==> src/rtl/cpu_interlock_pkg.sv <==
// Shared definitions for the pipeline interlock: register-file geometry,
// hazard-cause encoding for debug, and a one-hot decode helper.
package cpu_interlock_pkg;

    localparam int REG_IDX_W   = 4;
    localparam int NUM_REGS    = 16;
    localparam int NUM_HAZARDS = 5;

    typedef enum logic [2:0] {
        HZ_RAW_A  = 3'd0,
        HZ_RAW_B  = 3'd1,
        HZ_WAW    = 3'd2,
        HZ_FULL   = 3'd3,
        HZ_MCBUSY = 3'd4
    } hazard_cause_e;

    function automatic logic [NUM_REGS-1:0] reg_onehot(input logic [REG_IDX_W-1:0] idx);
        logic [NUM_REGS-1:0] one;
        one = {{(NUM_REGS-1){1'b0}}, 1'b1};
        return one << idx;
    endfunction

endpackage

==> src/rtl/cpu_mc_counter.sv <==
// Busy countdown for multi-cycle ops: loads the extra latency on issue,
// then counts down once per cycle; busy while nonzero.
module cpu_mc_counter
    import cpu_interlock_pkg::*;
#(
    parameter int W = 4
) (
    input  logic         clk_i,
    input  logic         rst_i,
    input  logic         clear_i,
    input  logic         load_i,
    input  logic [W-1:0] lat_i,
    output logic         busy_o
);

    logic [W-1:0] count_q;

    always_ff @(posedge clk_i or negedge rst_i) begin
        if (!rst_i) begin
            count_q <= '0;
        end else if (clear_i) begin
            count_q <= '0;
        end else if (load_i) begin
            count_q <= lat_i;
        end else if (count_q != '0) begin
            count_q <= count_q - W'(1);
        end
    end

    assign busy_o = (count_q != '0);

endmodule

==> src/rtl/cpu_interlock.sv <==
// Pipeline interlock: scoreboard of in-flight register writes, outstanding
// write limit and multi-cycle busy gate, producing the fetch/decode stall.
module cpu_interlock
    import cpu_interlock_pkg::*;
#(
    parameter int MAX_OUTSTANDING = 4,
    parameter bit WB_BYPASS       = 1'b1
) (
    input  logic                 clk_i,
    input  logic                 rst_i,
    input  logic                 issue_valid_i,
    input  logic [REG_IDX_W-1:0] issue_rA_i,
    input  logic [REG_IDX_W-1:0] issue_rB_i,
    input  logic                 issue_readA_i,
    input  logic                 issue_readB_i,
    input  logic                 issue_we_i,
    input  logic [REG_IDX_W-1:0] issue_wi_i,
    input  logic                 issue_mc_i,
    input  logic [3:0]           issue_lat_i,
    input  logic                 wb_valid_i,
    input  logic [REG_IDX_W-1:0] wb_wi_i,
    input  logic                 flush_i,
    output logic                 stall_o,
    output logic                 issue_ok_o,
    output logic [NUM_REGS-1:0]  pending_o,
    output logic [3:0]           outstanding_o,
    output logic                 busy_o
);

    logic [NUM_REGS-1:0]    pending_q;
    logic [3:0]             outstanding_q;
    logic [NUM_HAZARDS-1:0] hazard;
    logic                   mc_busy;
    logic                   wb_retire;
    logic                   accept;
    logic                   do_set;
    logic                   do_clr;
    logic [NUM_REGS-1:0]    set_vec;
    logic [NUM_REGS-1:0]    clr_vec;

    // A writeback only retires something when its register is actually pending.
    assign wb_retire = wb_valid_i && pending_q[wb_wi_i];

    always_comb begin
        hazard            = '0;
        hazard[HZ_RAW_A]  = issue_readA_i && pending_q[issue_rA_i]
                            && !(WB_BYPASS && wb_valid_i && (wb_wi_i == issue_rA_i));
        hazard[HZ_RAW_B]  = issue_readB_i && pending_q[issue_rB_i]
                            && !(WB_BYPASS && wb_valid_i && (wb_wi_i == issue_rB_i));
        hazard[HZ_WAW]    = issue_we_i && pending_q[issue_wi_i]
                            && !(wb_valid_i && (wb_wi_i == issue_wi_i));
        // Only a real retire frees a slot, so the count can never pass the limit.
        hazard[HZ_FULL]   = issue_we_i && (outstanding_q == 4'(MAX_OUTSTANDING))
                            && !wb_retire;
        hazard[HZ_MCBUSY] = mc_busy;
    end

    assign stall_o    = issue_valid_i && (|hazard);
    assign issue_ok_o = issue_valid_i && !stall_o;

    assign accept  = issue_ok_o && !flush_i;
    assign do_set  = accept && issue_we_i;
    assign do_clr  = wb_retire && !flush_i;
    assign set_vec = do_set ? reg_onehot(issue_wi_i) : '0;
    assign clr_vec = do_clr ? reg_onehot(wb_wi_i) : '0;

    always_ff @(posedge clk_i or negedge rst_i) begin
        if (!rst_i) begin
            pending_q     <= '0;
            outstanding_q <= '0;
        end else if (flush_i) begin
            pending_q     <= '0;
            outstanding_q <= '0;
        end else begin
            // Set is applied after clear, so a same-register set/clear keeps the bit.
            pending_q <= (pending_q & ~clr_vec) | set_vec;
            case ({do_set, do_clr})
                2'b10:   outstanding_q <= outstanding_q + 4'd1;
                2'b01:   outstanding_q <= outstanding_q - 4'd1;
                default: outstanding_q <= outstanding_q;
            endcase
        end
    end

    cpu_mc_counter #(.W(4)) u_mc_counter (
        .clk_i   (clk_i),
        .rst_i   (rst_i),
        .clear_i (flush_i),
        .load_i  (accept && issue_mc_i),
        .lat_i   (issue_lat_i),
        .busy_o  (mc_busy)
    );

    assign pending_o     = pending_q;
    assign outstanding_o = outstanding_q;
    assign busy_o        = mc_busy;

endmodule

==> config.mk <==
export PLATFORM = sky130hd
export DESIGN_NAME = cpu_interlock
export DESIGN_NICKNAME = d
export VERILOG_FILES = /design/src/rtl/cpu_interlock_pkg.sv /design/src/rtl/cpu_mc_counter.sv /design/src/rtl/cpu_interlock.sv
export SDC_FILE = /design/constraint.sdc
export NUM_CORES = 1
export LEC_CHECK = 0
export CORE_MARGIN = 10
export CORE_UTILIZATION = 40
export CTS_CLUSTER_DIAMETER = 200
export CTS_CLUSTER_SIZE = 8
export DETAILED_ROUTE_END_ITERATION = 8
export DONT_BUFFER_PORTS = 1
export PLACE_DENSITY_LB_ADDON = 0.2
export SETUP_SLACK_MARGIN = 0.1
export SLEW_MARGIN = 20
export SYNTH_ARGS = -nofsm -noshare
export SYNTH_HDL_FRONTEND = slang
export SYNTH_SLANG_ARGS = --single-unit
==> constraint.sdc <==
create_clock -name clk_i -period 3.45 [get_ports clk_i]
set_input_delay 0.345 -clock clk_i [delete_from_list [all_inputs] [get_ports clk_i]]
set_output_delay 0.345 -clock clk_i [all_outputs]
set_load 0.01 [all_outputs]
==> results.yml <==
power:
  clockPowerShare_pct: 25.1
  swShare_pct: 35.20
  p_seq_share_pct: 33.4
  p_sw_mw: 0.3548
  p_int_mw: 0.6530
  powerDensity_nw_per_um2: 381.9
  ir_worst_vdd_v: 0.0002751
  finalPower_mw: 1.008
  p_leak_nw: 1.063
  p_comb_share_pct: 41.5
synth:
  ys_types: 60
  synth_seq_cells: 24
  synth_fa_ha_area_share_pct: 2.508
  yosys-mux-area-fraction_pct: 19.63
  synth_top_family_by_area: "compound AO/OA/AOI/OAI gates"
  synth_top_flop_cell: "dfrtp_1"
  ys_warn_count: 0
  seq_area_frac_synth_pct: 26.17
  ys_async_sr_fraction_pct: 100.0
  synthSimpleGateAreaFrac_pct: 18.81
  synth_nets: 269
  synth_area_per_cell_um2: 9.723
  synth_edf_count: 0
  syn-instance-count: 236
  synth_area_um2: 2295
  synth_compound_area_share_pct: 21.86
  yosys.area_share.xor_xnor_pct: 5.344
global_routing:
  antenna_found_initial: 0
  track_usage_pct: 15.68
  grt_first_pass_wirelength_um: 11500
  grt-ovfl-total: 0
  grt_max_degree: 27
  first_global_vias: 2042
floorplanning:
  core_area_um2: 5540
  die_w_um: 95.74
  initial_core_util_pct: 41.42
  die_area_um2: 9166
  io_pins: 52
  rows: 27
  die_height_um: 95.74
sta:
  rsz0062_at_grt: "yes"
  finalSetupTns_ns: 0
  final_max_slew_viol_count: 0
  setup_viol: 0
  fin_crit_sh_pct: 96.89
  clock_skew_ns: 0.008850
  maxSlewHeadroom_pct: 66.66
  max_freq_mhz: 299.2
  period_needed_ns: 3.343
  hold_viol_final: 0
  tightest_slew_ns: 0.4955
  hold_slack_ns: 0.1339
detailed_routing:
  vias: 2041
  route.detailed.drc: 0
  dr_wl_met3_um: 683
  wl_met1_um: 3014
  dr_wl_met2_um: 3388
  vias_per_cell: 6.398
  drtAntennaViolNets: 0
  routed_wirelength_um: 7143
  wire_per_inst_um: 22.39
  drtIter0Drc: 282
  dr.max_layer_used: "met4"
  firstDrtPassIters: 4
worst_setup_path:
  cp-end-kind: "flop"
  required_ns: 3.61
  cp-startpoint: "pending_o[15]"
  cp-start-kind: "flop"
  slowest_delay_ns: 0.49
  cp_slowest_cell: "dfrtp_2"
  reg2reg_from: "pending_o[15]"
  crit_fanout: 6
  crit_arrival_ns: 3.50
  cp_cell_sequence: "mux4_2 > mux2_2 > mux2i_1 > o22ai_2 > a211o_1 > nor2_2 > nor3_2 > ha_1 > a21o_1 > a21oi_2 > or4_4 > a211oi_2 > a311o_1"
  critPathKind: "reg2reg"
  cp_num_buf_inv: 0
  cp_top_family: "compound AO/OA/AOI/OAI gates"
clocking:
  cts.htree.levels: 1
  clk_latency_ns: 0.27
  clock_path_buffers: 2
  cts_root_buf: "clkbuf_8"
  clock_sinks: 24
  cts_tree: "done"
  cts_made_buffers: 3
  clk_pin_slew_worst_paths_ns: 0.10
placement:
  place.gp.congestion: 0.8836
  dpl.cell_count: 310
  post-dp-hpwl_um: 5350
  placed_area_um2: 2462
  port_buffers: 0
min_path:
  hp-start: "flush_i"
  worstHoldPathType: "in2reg"
cells_and_area:
  final_cell_mix: "nand2_1, buf_4, dfrtp_1"
  design_area_um2: 2639
  synthToLayoutAreaGrowth_pct: 14.99
  drive_above_1_share_pct: 31.17
  final_cells: 319
  final_common_cell: "nand2_1"
  num-nets-final: 281
  n_antenna_cell: 0
status:
  outcome: "completed"
run:
  maxCapViolations: 0
## layout make-up
| class | instances | area, um^2 |
|---|---|---|
| inverter | 8 | 30.03 |
| fill | 546 | 2902 |
| clock inverter | 1 | 30.03 |
| tap | 72 | 90.09 |
| multi-input combinational | 186 | 1630 |
| timing repair buffer | 25 | 206.4 |
| sequential | 24 | 610.6 |
| clock buffer | 3 | 41.29 |
## repair_timing
action                     CTS  global route
resized for setup            1            18
setup endpoints to repair    1             2
buffers inserted             1             2
pin swaps                    1             7
hold endpoints to repair    24             0
hold buffers                 2             0
## per-layer routing
layer,track usage [%],vias up
li1,-,935
met1,22.02,1012
met2,24.21,90
met3,2.957,4
met4,3.931,0
met5,0,-
## cells by family after synthesis
kind of cell / count (synthesis)
buffers and inverters: 26
AND/OR/NAND/NOR: 83
AO/OA/AOI/OAI: 59
multiplexers: 26
adder cells (fa/ha/maj): 4
flip-flops: 24
XOR/XNOR: 14
## sequential cells by signal (all words and copies together), names as in the netlist
signal	count
u_mc_counter.count_q	4
outstanding_o	4
pending_o	16
## stage by stage
stage / worst slack, ns / utilization [%]
floorplan: 0.1027 / -
global placement: 0.1229 / 44.44
detailed placement: 0.05178 / 44.44
CTS: 0.04572 / 46.43
global route: -0.01891 / 47.63
finish: 0.1073 / 47.63
## worst paths after layout
check | endpoint | slack [ns] | depth (start not counted)
max in group asynchronous | pending_o[12] | 2.76 | 2
hold / removal | u_mc_counter.count_q[3] | 0.13 | 1
hold reg to reg | pending_o[11] | 0.61 | 2
setup / recovery | outstanding_o[3] | 0.11 | 13
min in group asynchronous | pending_o[14] | 0.51 | 2
setup reg to reg | outstanding_o[3] | 0.11 | 13
## synth_stat cells (all sizes together), types with 3 or more instances
cell type  number  area share (%)
a211oi          3            0.98
a21oi           5             1.1
and2            4             1.2
buf             9             2.9
clkbuf          9             1.5
dfrtp          24              26
ha              3             1.6
inv             7             1.1
mux2            3             1.5
mux2i           9             3.9
mux4           14              14
nand2          27             4.9
nand2b          4             1.1
nand3           9             2.5
nand4           4             1.1
nor2           15             2.5
nor3            5             1.1
o211ai          5             1.6
o21ai           7             1.5
o311ai          9             3.4
o31ai           8             3.5
o41ai           7             4.0
xnor2           5             1.9
xor2            9             3.4
## power groups by stage
stage | logic, mW | clock network, mW | registers (mW)
floorplan | 0.296 | 0 | 0.334
global placement | 0.384 | 0 | 0.339
detailed placement | 0.386 | 0 | 0.339
CTS | 0.402 | 0.260 | 0.333
global route | 0.465 | 0.268 | 0.342
finish | 0.418 | 0.253 | 0.336
Note: power is estimated with default switching activity, not from simulation.
